`src/rtl/riscv_pipe_pkg.sv`:
```
// Shared encodings for the five-stage pipeline control path: result selects,
// forwarding selects, memory-wait FSM states and the forwarding priority rule.
package riscv_pipe_pkg;

   localparam logic [1:0] RES_ALU = 2'b00;
   localparam logic [1:0] RES_MEM = 2'b01;
   localparam logic [1:0] RES_PC4 = 2'b10;

   localparam logic [1:0] FWD_RF  = 2'b00;
   localparam logic [1:0] FWD_WB  = 2'b01;
   localparam logic [1:0] FWD_MEM = 2'b10;

   typedef enum logic [1:0] {
      ST_RUN   = 2'b00,
      ST_WAIT  = 2'b01,
      ST_FAULT = 2'b10
   } memwait_state_e;

   // Memory stage holds the younger result, so it beats Writeback; x0 never forwards.
   function automatic logic [1:0] fwdSel(input logic       regWriteM,
                                         input logic [4:0] rdM,
                                         input logic       regWriteW,
                                         input logic [4:0] rdW,
                                         input logic [4:0] rs);
      logic [1:0] sel;
      sel = FWD_RF;
      if (rs != 5'd0) begin
         if (regWriteM && (rdM == rs)) begin
            sel = FWD_MEM;
         end else if (regWriteW && (rdW == rs)) begin
            sel = FWD_WB;
         end
      end
      return sel;
   endfunction

endpackage

```
`src/rtl/hazard_ctrl_if.sv`:
```
// Bundle of pipeline-register fields seen by the hazard unit and the
// stall/flush/forward controls and counters it returns to the datapath.
interface hazard_ctrl_if #(
   parameter int CNT_W = 16
);
   logic [4:0]       Rs1D, Rs2D;
   logic [4:0]       Rs1E, Rs2E, RdE;
   logic [1:0]       ResultSrcE;
   logic             PCSrcE;
   logic [4:0]       RdM, RdW;
   logic             RegWriteM, RegWriteW;
   logic             MemReqM, MemReadyM;

   logic [1:0]       ForwardAE, ForwardBE;
   logic             StallF, StallD, StallE, StallM;
   logic             FlushD, FlushE, FlushW;
   logic             memFault;
   logic [CNT_W-1:0] lwStallCnt, flushCnt, memStallCnt;

   modport master (
      output Rs1D, Rs2D, Rs1E, Rs2E, RdE, ResultSrcE, PCSrcE,
             RdM, RdW, RegWriteM, RegWriteW, MemReqM, MemReadyM,
      input  ForwardAE, ForwardBE, StallF, StallD, StallE, StallM,
             FlushD, FlushE, FlushW, memFault,
             lwStallCnt, flushCnt, memStallCnt
   );

   modport slave (
      input  Rs1D, Rs2D, Rs1E, Rs2E, RdE, ResultSrcE, PCSrcE,
             RdM, RdW, RegWriteM, RegWriteW, MemReqM, MemReadyM,
      output ForwardAE, ForwardBE, StallF, StallD, StallE, StallM,
             FlushD, FlushE, FlushW, memFault,
             lwStallCnt, flushCnt, memStallCnt
   );

endinterface

```
`src/rtl/memwait_fsm.sv`:
```
// Freezes the pipeline while a data-memory access is outstanding and latches a
// fault once the access has stalled for TIMEOUT consecutive cycles.
module memwait_fsm
   import riscv_pipe_pkg::*;
#(
   parameter int TIMEOUT = 255
) (
   input  logic clk,
   input  logic reset,
   input  logic memReq_i,
   input  logic memReady_i,
   output logic memStall_o,
   output logic memFault_o
);

   localparam int WCW = $clog2(TIMEOUT + 1);

   memwait_state_e state_q, state_d;
   logic [WCW-1:0] waitCnt_q, waitCnt_d;
   logic           memMiss;

   assign memMiss = memReq_i && !memReady_i;

   // The RUN miss cycle is stall number one, so entering WAIT already counts one.
   always_comb begin
      state_d    = state_q;
      waitCnt_d  = waitCnt_q;
      memStall_o = 1'b0;
      case (state_q)
         ST_RUN: begin
            memStall_o = memMiss;
            if (memMiss) begin
               state_d   = ST_WAIT;
               waitCnt_d = WCW'(1);
            end
         end
         ST_WAIT: begin
            memStall_o = 1'b1;
            if (memReady_i) begin
               state_d   = ST_RUN;
               waitCnt_d = '0;
            end else if (waitCnt_q == WCW'(TIMEOUT - 1)) begin
               state_d = ST_FAULT;
            end else begin
               waitCnt_d = waitCnt_q + WCW'(1);
            end
         end
         ST_FAULT: begin
            memStall_o = 1'b1;
         end
         default: begin
            state_d   = ST_RUN;
            waitCnt_d = '0;
         end
      endcase
   end

   always_ff @(posedge clk) begin
      if (reset) begin
         state_q   <= ST_RUN;
         waitCnt_q <= '0;
      end else begin
         state_q   <= state_d;
         waitCnt_q <= waitCnt_d;
      end
   end

   assign memFault_o = (state_q == ST_FAULT);

endmodule

```
`src/rtl/hazard_ctrl.sv`:
```
// Central hazard unit: EX forwarding, load-use stall, branch flush, whole-pipe
// freeze on data-memory wait, and stall/flush performance counters.
module hazard_ctrl
   import riscv_pipe_pkg::*;
#(
   parameter int TIMEOUT = 255,
   parameter int CNT_W   = 16
) (
   input logic          clk,
   input logic          reset,
   hazard_ctrl_if.slave hz
);

   logic             memStall, memFault, lwStall;
   logic [CNT_W-1:0] lwStallCnt_q, lwStallCnt_d;
   logic [CNT_W-1:0] flushCnt_q, flushCnt_d;
   logic [CNT_W-1:0] memStallCnt_q, memStallCnt_d;

   memwait_fsm #(
      .TIMEOUT(TIMEOUT)
   ) u_memwait (
      .clk        (clk),
      .reset      (reset),
      .memReq_i   (hz.MemReqM),
      .memReady_i (hz.MemReadyM),
      .memStall_o (memStall),
      .memFault_o (memFault)
   );

   assign lwStall = (hz.ResultSrcE == RES_MEM) && (hz.RdE != 5'd0) &&
                    ((hz.Rs1D == hz.RdE) || (hz.Rs2D == hz.RdE));

   // A memory freeze overrides load-use and branch effects; the frozen EX
   // instruction presents its branch again once the pipeline is released.
   always_comb begin
      hz.ForwardAE = FWD_RF;
      hz.ForwardBE = FWD_RF;
      hz.StallF    = 1'b0;
      hz.StallD    = 1'b0;
      hz.StallE    = 1'b0;
      hz.StallM    = 1'b0;
      hz.FlushD    = 1'b0;
      hz.FlushE    = 1'b0;
      hz.FlushW    = 1'b0;
      if (!reset) begin
         hz.ForwardAE = fwdSel(hz.RegWriteM, hz.RdM, hz.RegWriteW, hz.RdW, hz.Rs1E);
         hz.ForwardBE = fwdSel(hz.RegWriteM, hz.RdM, hz.RegWriteW, hz.RdW, hz.Rs2E);
         if (memStall) begin
            hz.StallF = 1'b1;
            hz.StallD = 1'b1;
            hz.StallE = 1'b1;
            hz.StallM = 1'b1;
            hz.FlushW = 1'b1;
         end else begin
            hz.StallF = lwStall;
            hz.StallD = lwStall;
            hz.FlushD = hz.PCSrcE;
            hz.FlushE = lwStall || hz.PCSrcE;
         end
      end
   end

   // Counters record only effects that actually reach the pipeline.
   always_comb begin
      lwStallCnt_d  = lwStallCnt_q;
      flushCnt_d    = flushCnt_q;
      memStallCnt_d = memStallCnt_q;
      if (!memStall && lwStall) begin
         lwStallCnt_d = lwStallCnt_q + CNT_W'(1);
      end
      if (!memStall && hz.PCSrcE) begin
         flushCnt_d = flushCnt_q + CNT_W'(1);
      end
      if (memStall && !memFault) begin
         memStallCnt_d = memStallCnt_q + CNT_W'(1);
      end
   end

   always_ff @(posedge clk) begin
      if (reset) begin
         lwStallCnt_q  <= '0;
         flushCnt_q    <= '0;
         memStallCnt_q <= '0;
      end else begin
         lwStallCnt_q  <= lwStallCnt_d;
         flushCnt_q    <= flushCnt_d;
         memStallCnt_q <= memStallCnt_d;
      end
   end

   assign hz.memFault    = memFault;
   assign hz.lwStallCnt  = lwStallCnt_q;
   assign hz.flushCnt    = flushCnt_q;
   assign hz.memStallCnt = memStallCnt_q;

endmodule
```
`src/flat_wrapper.sv`:
```
// flat-port wrapper written by rule: the top's interface ports become plain ports
module hazard_ctrl_flat import riscv_pipe_pkg::*;
#(
   parameter int TIMEOUT = 255,
   parameter int CNT_W   = 16
)
  (clk, reset, hz_Rs1D, hz_Rs2D, hz_Rs1E, hz_Rs2E, hz_RdE, hz_ResultSrcE, hz_PCSrcE, hz_RdM, hz_RdW, hz_RegWriteM, hz_RegWriteW, hz_MemReqM, hz_MemReadyM, hz_ForwardAE, hz_ForwardBE, hz_StallF, hz_StallD, hz_StallE, hz_StallM, hz_FlushD, hz_FlushE, hz_FlushW, hz_memFault, hz_lwStallCnt, hz_flushCnt, hz_memStallCnt);
  hazard_ctrl_if #(.CNT_W(CNT_W)) hz_i ();
  input logic clk;
  input logic reset;
  input wire logic [$bits(hz_i.Rs1D)-1:0] hz_Rs1D;
  input wire logic [$bits(hz_i.Rs2D)-1:0] hz_Rs2D;
  input wire logic [$bits(hz_i.Rs1E)-1:0] hz_Rs1E;
  input wire logic [$bits(hz_i.Rs2E)-1:0] hz_Rs2E;
  input wire logic [$bits(hz_i.RdE)-1:0] hz_RdE;
  input wire logic [$bits(hz_i.ResultSrcE)-1:0] hz_ResultSrcE;
  input wire logic [$bits(hz_i.PCSrcE)-1:0] hz_PCSrcE;
  input wire logic [$bits(hz_i.RdM)-1:0] hz_RdM;
  input wire logic [$bits(hz_i.RdW)-1:0] hz_RdW;
  input wire logic [$bits(hz_i.RegWriteM)-1:0] hz_RegWriteM;
  input wire logic [$bits(hz_i.RegWriteW)-1:0] hz_RegWriteW;
  input wire logic [$bits(hz_i.MemReqM)-1:0] hz_MemReqM;
  input wire logic [$bits(hz_i.MemReadyM)-1:0] hz_MemReadyM;
  output wire logic [$bits(hz_i.ForwardAE)-1:0] hz_ForwardAE;
  output wire logic [$bits(hz_i.ForwardBE)-1:0] hz_ForwardBE;
  output wire logic [$bits(hz_i.StallF)-1:0] hz_StallF;
  output wire logic [$bits(hz_i.StallD)-1:0] hz_StallD;
  output wire logic [$bits(hz_i.StallE)-1:0] hz_StallE;
  output wire logic [$bits(hz_i.StallM)-1:0] hz_StallM;
  output wire logic [$bits(hz_i.FlushD)-1:0] hz_FlushD;
  output wire logic [$bits(hz_i.FlushE)-1:0] hz_FlushE;
  output wire logic [$bits(hz_i.FlushW)-1:0] hz_FlushW;
  output wire logic [$bits(hz_i.memFault)-1:0] hz_memFault;
  output wire logic [$bits(hz_i.lwStallCnt)-1:0] hz_lwStallCnt;
  output wire logic [$bits(hz_i.flushCnt)-1:0] hz_flushCnt;
  output wire logic [$bits(hz_i.memStallCnt)-1:0] hz_memStallCnt;
  assign hz_i.Rs1D = hz_Rs1D;
  assign hz_i.Rs2D = hz_Rs2D;
  assign hz_i.Rs1E = hz_Rs1E;
  assign hz_i.Rs2E = hz_Rs2E;
  assign hz_i.RdE = hz_RdE;
  assign hz_i.ResultSrcE = hz_ResultSrcE;
  assign hz_i.PCSrcE = hz_PCSrcE;
  assign hz_i.RdM = hz_RdM;
  assign hz_i.RdW = hz_RdW;
  assign hz_i.RegWriteM = hz_RegWriteM;
  assign hz_i.RegWriteW = hz_RegWriteW;
  assign hz_i.MemReqM = hz_MemReqM;
  assign hz_i.MemReadyM = hz_MemReadyM;
  assign hz_ForwardAE = hz_i.ForwardAE;
  assign hz_ForwardBE = hz_i.ForwardBE;
  assign hz_StallF = hz_i.StallF;
  assign hz_StallD = hz_i.StallD;
  assign hz_StallE = hz_i.StallE;
  assign hz_StallM = hz_i.StallM;
  assign hz_FlushD = hz_i.FlushD;
  assign hz_FlushE = hz_i.FlushE;
  assign hz_FlushW = hz_i.FlushW;
  assign hz_memFault = hz_i.memFault;
  assign hz_lwStallCnt = hz_i.lwStallCnt;
  assign hz_flushCnt = hz_i.flushCnt;
  assign hz_memStallCnt = hz_i.memStallCnt;
  hazard_ctrl #(.TIMEOUT(TIMEOUT), .CNT_W(CNT_W)) u_core (.clk(clk), .reset(reset), .hz(hz_i));
endmodule
```
`config.mk`:
```
export PLATFORM = sky130hd
export DESIGN_NAME = hazard_ctrl_flat
export DESIGN_NICKNAME = d
export VERILOG_FILES = /design/src/rtl/riscv_pipe_pkg.sv /design/src/rtl/hazard_ctrl_if.sv /design/src/rtl/memwait_fsm.sv /design/src/rtl/hazard_ctrl.sv /design/src/flat_wrapper.sv
export SDC_FILE = /design/constraint.sdc
export NUM_CORES = 1
export LEC_CHECK = 0
export CAP_MARGIN = 20
export CORE_MARGIN = 2
export CORE_UTILIZATION = 32
export CTS_CLUSTER_SIZE = 14
export DETAILED_ROUTE_END_ITERATION = 12
export MAX_ROUTING_LAYER = met4
export SETUP_SLACK_MARGIN = 0.5
export SYNTH_ARGS = -nofsm -noshare
export SYNTH_HDL_FRONTEND = slang
export SYNTH_SLANG_ARGS = --single-unit
```
`constraint.sdc`:
```
create_clock -name clk -period 2.5 [get_ports clk]
set_input_delay 0.625 -clock clk [delete_from_list [all_inputs] [get_ports clk]]
set_output_delay 0.625 -clock clk [all_outputs]
set_load 0.005 [all_outputs]
```
== Yosys cells after proc, flatten, opt, wreduce, memory -nomap -nowiden ==
Index checks and enable logic that the tools add are counted.

* Register bits: 58
* Bits of input ports: 44
* Output and inout bits: 60

* $add $sub $neg: 4
* Eq/ne operators: 13
* Mux-type cells: 25
* Bitwise gates (word level): 1
* Reduce and logical (&&, ||, !) cells: 22

{| class="wikitable"
|+ Operators by type and width
! cell !! number
|-
| adder 16 x 1 -> 16 bit (second input constant) || 3
|-
| == test 5 bit || 6
|-
| 2-to-1 mux 8 bit || 3
|-
| one-hot mux 8 bit (3 select lines) || 1
|-
| 2-to-1 mux 2 bit || 9
|-
| nonzero test 5 bit || 3
|-
| logical AND 1 bit || 10
|-
| 2-to-1 mux 1 bit || 10
|-
| adder 8 x 1 -> 8 bit (second input constant) || 1
|-
| == test 8 bit (second input constant) || 1
|-
| inequality test 3 bit (second input constant) || 2
|-
| one-hot mux 2 bit (3 select lines) || 1
|-
| AND reduction 3 bit || 2
|-
| == test 2 x 1 -> 1 bit (second input constant) || 2
|-
| zero test 1 bit || 3
|-
| == test 2 bit (second input constant) || 1
|-
| zero test 2 bit || 1
|-
| logical OR 1 bit || 2
|-
| inequality test 2 bit (second input constant) || 1
|-
| one-hot mux 1 bit (2 select lines) || 1
|-
| OR reduction 2 bit || 1
|-
| NOT 1 bit || 1
|}

== Longest topological paths before layout ==
* Depth in word-level cells: 6
* Gate-level depth with buffers: 11
* Gate-level depth less buffers: 7

== Hierarchy ==
From an unflattened synthesis, not the netlist that was laid out.

* Cell total of the unflattened synthesis: 397
* Area total of the unflattened synthesis: 3,319.4 um2

{| class="wikitable"
|+ Modules (own cells, without submodules)
! module !! instances !! cells an instance !! area an instance (um2)
|-
| hazard_ctrl || 1 || 324 || 2,702.6
|-
| memwait_fsm || 1 || 73 || 616.8
|}

== Worst setup path after synthesis ==
Ideal clock, no wire load.

* Path kind: in2out
* Start: in hz_RdE[2]
* End: out hz_StallF
* Arrival: 1,752 ps
* Slack: 123 ps
* Cell stages on the path: 7
* Path buffers: 2
* Cell sequence: xor2_1 > nor3_2 > a22oi_2 > buf_2 > nand2b_1 > a21oi_1 > buf_4

* Longest elaborated chain between the ends: 5

{| class="wikitable"
|+ Ends and longest elaborated chain
! element !! line !! RTL
|-
| start: declaration || flat_wrapper.sv:15 || <nowiki>input wire logic [$bits(hz_i.RdE)-1:0] hz_RdE;</nowiki>
|-
| == test 5 bit or nonzero test 5 bit (tied branches) || hazard_ctrl.sv:31, hazard_ctrl.sv:30 ||
|-
| logical OR 1 bit or logical AND 1 bit (tied branches) || hazard_ctrl.sv:31, hazard_ctrl.sv:30 ||
|-
| logical AND 1 bit (*) || hazard_ctrl.sv:30 || <nowiki>assign lwStall = (hz.ResultSrcE == RES_MEM) && (hz.RdE != 5'd0) &&</nowiki>
|-
| 2-to-1 mux 1 bit (*) (2 in series) || n/a ||
|-
| end: declaration || flat_wrapper.sv:26 || <nowiki>output wire logic [$bits(hz_i.StallF)-1:0] hz_StallF;</nowiki>
|}

Every way passes the cells marked *; elsewhere a longest branch is shown, timed or not.

== Worst setup path after layout ==
* Start: in hz_Rs1D[2]
* End: out hz_FlushE

* Longest elaborated chain between the ends: 6

{| class="wikitable"
|+ Ends and longest elaborated chain
! element !! line !! RTL
|-
| start: declaration || flat_wrapper.sv:11 || <nowiki>input wire logic [$bits(hz_i.Rs1D)-1:0] hz_Rs1D;</nowiki>
|-
| == test 5 bit || hazard_ctrl.sv:31 || <nowiki>((hz.Rs1D == hz.RdE) || (hz.Rs2D == hz.RdE));</nowiki>
|-
| logical OR 1 bit || hazard_ctrl.sv:31 ||
|-
| logical AND 1 bit || hazard_ctrl.sv:30 ||
|-
| logical OR 1 bit || hazard_ctrl.sv:58 || <nowiki>hz.FlushE = lwStall || hz.PCSrcE;</nowiki>
|-
| 2-to-1 mux 1 bit || hazard_ctrl.sv:48 || <nowiki>if (memStall) begin</nowiki>
|-
| 2-to-1 mux 1 bit || hazard_ctrl.sv:45 || <nowiki>if (!reset) begin</nowiki>
|-
| end: declaration || flat_wrapper.sv:31 || <nowiki>output wire logic [$bits(hz_i.FlushE)-1:0] hz_FlushE;</nowiki>
|}

No other way between the ends.

==> metrics.md <==
| Metric | Value |
|---|---|
| Final instance area | `just over 0.005 mm²` |
| H-tree levels | `3` |
| Count of pins over their slew limit | `0` |
| Main synth FF type | `dfxtp_1` |
| Wire per inst | `14.0 µm` |
| DPL Wire Length | `roughly 6400 µm` |
| Syn nets | `443` |
| Largest net degree at the start of global routing | `33` |
| Worst path required time | `around 1900 ps` |
| DR vias | `around 3.3k` |
| Tcrit/Tclk final | `94.8%` |
| Initial antenna violation count | `0` |
| Worst Tran Pin Value | `546 ps` |
| DRT antenna net count | `0` |
| Via/cell ratio | `roughly 5.0` |
| Vias in the first global route | `approximately 3.2k` |
| Die Span X | `105 µm` |
| CTS tree | `built` |
| Placed cell area | `0.00463 mm²` |
| Post-Synth Adder-Cell Area | `roughly 3.4%` |
| Crit path kind | `in -> out` |
| Drt total wl | `9380 µm` |
| Most frequent cells after synthesis | `58 x dfxtp_1, 47 x nor2_1, 34 x xnor2_1` |
| Met1 Use GR | `approximately 22%` |
| Share of post-route cells with drive strength above 1 | `between 20% and 30%` |
| Die area | `between 0.01 and 0.015 mm²` |
| Setup Skew | `6.58 ps` |
| # rows | `36` |
| Maximum VDD drop | `~340 µV` |
| CORE AREA | `between 0.009 and 0.01 mm²` |
| Clk sink count | `between 50 and 60` |
| Ports | `104` |
| Worst slew margin | `63.4%` |
| Post-synthesis cell count | `390` |
| Total gr overflow | `0` |
| RSZ-0062 raised after global routing | `true` |
| Startpoint class of the critical path | `input pin` |
| Met2 usage | `approximately 28%` |
| First-pass GRT wire length | `around 15,000 µm` |
| Arr. time, crit path | `between 1500 and 2000 ps` |
| P_int | `about 1.7 mW` |
| Most Crowded Layer GR | `met2` |
| # setup viols final | `0` |
| Initial Utilization | `around 33%` |
| Avg Inst Size Synth | `~8.4 µm²` |
| Area share of the largest cell type after synthesis | `about a third` |
| Synth top area cells | `dfxtp_1 35%, xnor2_1 9.1%, xor2_1 7.7%` |
| Max-cap violations | `0` |
| Clock Power Share | `between 30% and 40%` |
| Post-synthesis mux area share | `less than 1%` |
| Non-filler instance count after layout | `about 670` |
| Status | `finished, final reports clean` |
| CTS buffer count | `9` |
| Die Y | `105 µm` |
| CP endpoint kind | `primary output` |
| Hold_buf cts | `0` |
| Switching power | `between 600 and 700 µW` |
| Most numerous cell in the Yosys netlist | `dfxtp_1` |
| Pwr dens | `roughly 440 mW/mm²` |
| Post-synth ARST share | `0%` |
| Static leakage | `1.87 nW` |
| Complex-gate fraction of the synthesized area | `10.4%` |
| DRC violations left | `0` |
| Antenna cell count | `0` |
| Yosys reg bits | `58` |
| Combinational share of power | `between 20% and 30%` |
| P&R area growth vs syn | `57.5%` |
| Worst-Skew Late Latency | `330 ps` |
| Clk pin slew, worst setup/hold paths | `60 ps` |
| Clk buf depth | `2` |
| Sequential element share of the synthesized area | `35.3%` |
| Port Buffers | `103` |
| Gr usage total | `17.2%` |
| Hold Crit Class | `reg -> reg` |
| Largest family of logic cells by synthesized area | `simple AND/OR/NAND/NOR gates` |
| Simple-gate share of the synthesized area | `slightly below 30%` |
| Root buffer cell | `clkbuf_8` |
| Drt first pass iters | `4` |
| Tmin final | `between 2000 and 2500 ps` |
| Seq pwr share | `42.4%` |
| Final Wtd Congestion | `slightly above 0.8` |
| Dpl cells | `between 600 and 700` |
| Fmax | `roughly 0.42 GHz` |
| Yosys top cell by area | `dfxtp_1` |
| Number of synthesized flops with an enable pin | `0` |
| 1st-iter DRT viols | `about 100` |
| Post-Synth XOR/XNOR Area | `between 10% and 20%` |
| Endpoints failing hold | `0` |
| Number of synthesis warnings | `0` |
| Switch share | `between 20% and 30%` |
| Critical-path maximum fanout | `2` |
| Post-Syn Area | `approximately 0.0033 mm²` |
| GRT met3 Usage | `about 4%` |
| Synth cell types | `40` |
| Final #Nets | `584` |
[layer usage]
metal	wire, µm	up-vias
li1	-	1670
met2	4480	92
met1	4310	1573
met3	487	12
met4	107	0
met5	0	-
[cells by family after synthesis]
family / Yosys count
AND/OR/NAND/NOR: 174
adder cells (fa/ha/maj): 9
buffers and inverters: 28
XOR/XNOR: 63
AO/OA/AOI/OAI: 57
flip-flops: 58
multiplexers: 1
[per-stage QoR]
step | setup slack, ps | total power [mW] | setup TNS, ps | hold slack (ps) | utilization (%)
3_3_place_gp | -803 | 1.37 | -5780 | 480 | 47.0
3_5_place_dp | -809 | 1.38 | -6700 | 495 | 47.0
5_1_grt | 80.0 | 2.40 | 0 | 535 | 52.5
4_1_cts | 120 | 2.26 | 0 | 507 | 50.1
6_report | 131 | 2.28 | 0 | 500 | 52.5
2_1_floorplan | 229 | 1.19 | 0 | 468 | -
[final cells by class]
class	count	area, µm²
clock inverters	3	40.0
multi-input cells	306	2280
clock buffers	12	145
repair buffers	147	1340
fillers	902	4690
flip-flops and latches	58	1170
well taps	133	166
inverters	9	38.8
[worst max-delay path, stage by stage]
cell	delay (ps)
buf_6	100
xor2_2	160
nor3_2	180
a22oi_2	110
nand2b_4	180
a211oi_4	230
buf_2	160
[cells in the final DEF, fill, tap and decap left out, drive strengths merged, types with 4 or more instances in the layout]
cell type / Yosys / final
a21oi: 28 / 28
and3: 7 / 7
and4: 5 / 5
buf: 13 / 83
clkbuf: 6 / 12
clkdlybuf4s15: 0 / 5
clkdlybuf4s50: 0 / 49
dfxtp: 58 / 58
dlygate4sd2: 0 / 9
ha: 9 / 9
inv: 9 / 9
nand2: 20 / 22
nand2b: 5 / 5
nand3: 23 / 23
nand4: 12 / 12
nor2: 47 / 47
nor3: 11 / 11
nor3b: 5 / 5
nor4: 10 / 10
o21ai: 10 / 10
o31ai: 14 / 14
or3: 4 / 4
or4: 17 / 17
xnor2: 34 / 34
xor2: 29 / 29
[flip-flops by register name, indices dropped and copies added (netlist names)]
register	flops
u_core.hz.flushCnt	16
u_core.u_memwait.state_q	2
u_core.u_memwait.waitCnt_q	8
u_core.hz.memStallCnt	16
u_core.hz.lwStallCnt	16
[power by group through the flow]
| stage | clock network (mW) | registers (mW) | logic (mW) |
|---|---|---|---|
| 3_3_place_gp | 0 | 0.982 | 0.392 |
| 2_1_floorplan | 0 | 0.979 | 0.209 |
| 6_report | 0.846 | 0.964 | 0.466 |
| 5_1_grt | 0.920 | 0.966 | 0.510 |
| 4_1_cts | 0.878 | 0.963 | 0.418 |
| 3_5_place_dp | 0 | 0.983 | 0.398 |
[worst paths after layout]
path / slack [ps] / endpoint / cells after the start / startpoint
worst max-delay path: 130 / hz_FlushE / 7 / hz_Rs1D[2]
worst min register to register: 500 / u_core.hz.lwStallCnt[15] / 2 / u_core.hz.lwStallCnt[15]
worst max register to register: 580 / u_core.hz.memStallCnt[11] / 10 / u_core.u_memwait.state_q[1]
worst min-delay path: 500 / u_core.hz.lwStallCnt[15] / 2 / u_core.hz.lwStallCnt[15]
[timing repair]
item                                    4_1_cts  5_1_grt
pin swaps                                    35       25
endpoints found under the setup margin       38       31
gates cloned                                  0        2
gates resized for setup                     208       59
buffers inserted                             12        3
Power figures use the tool's default switching activity.
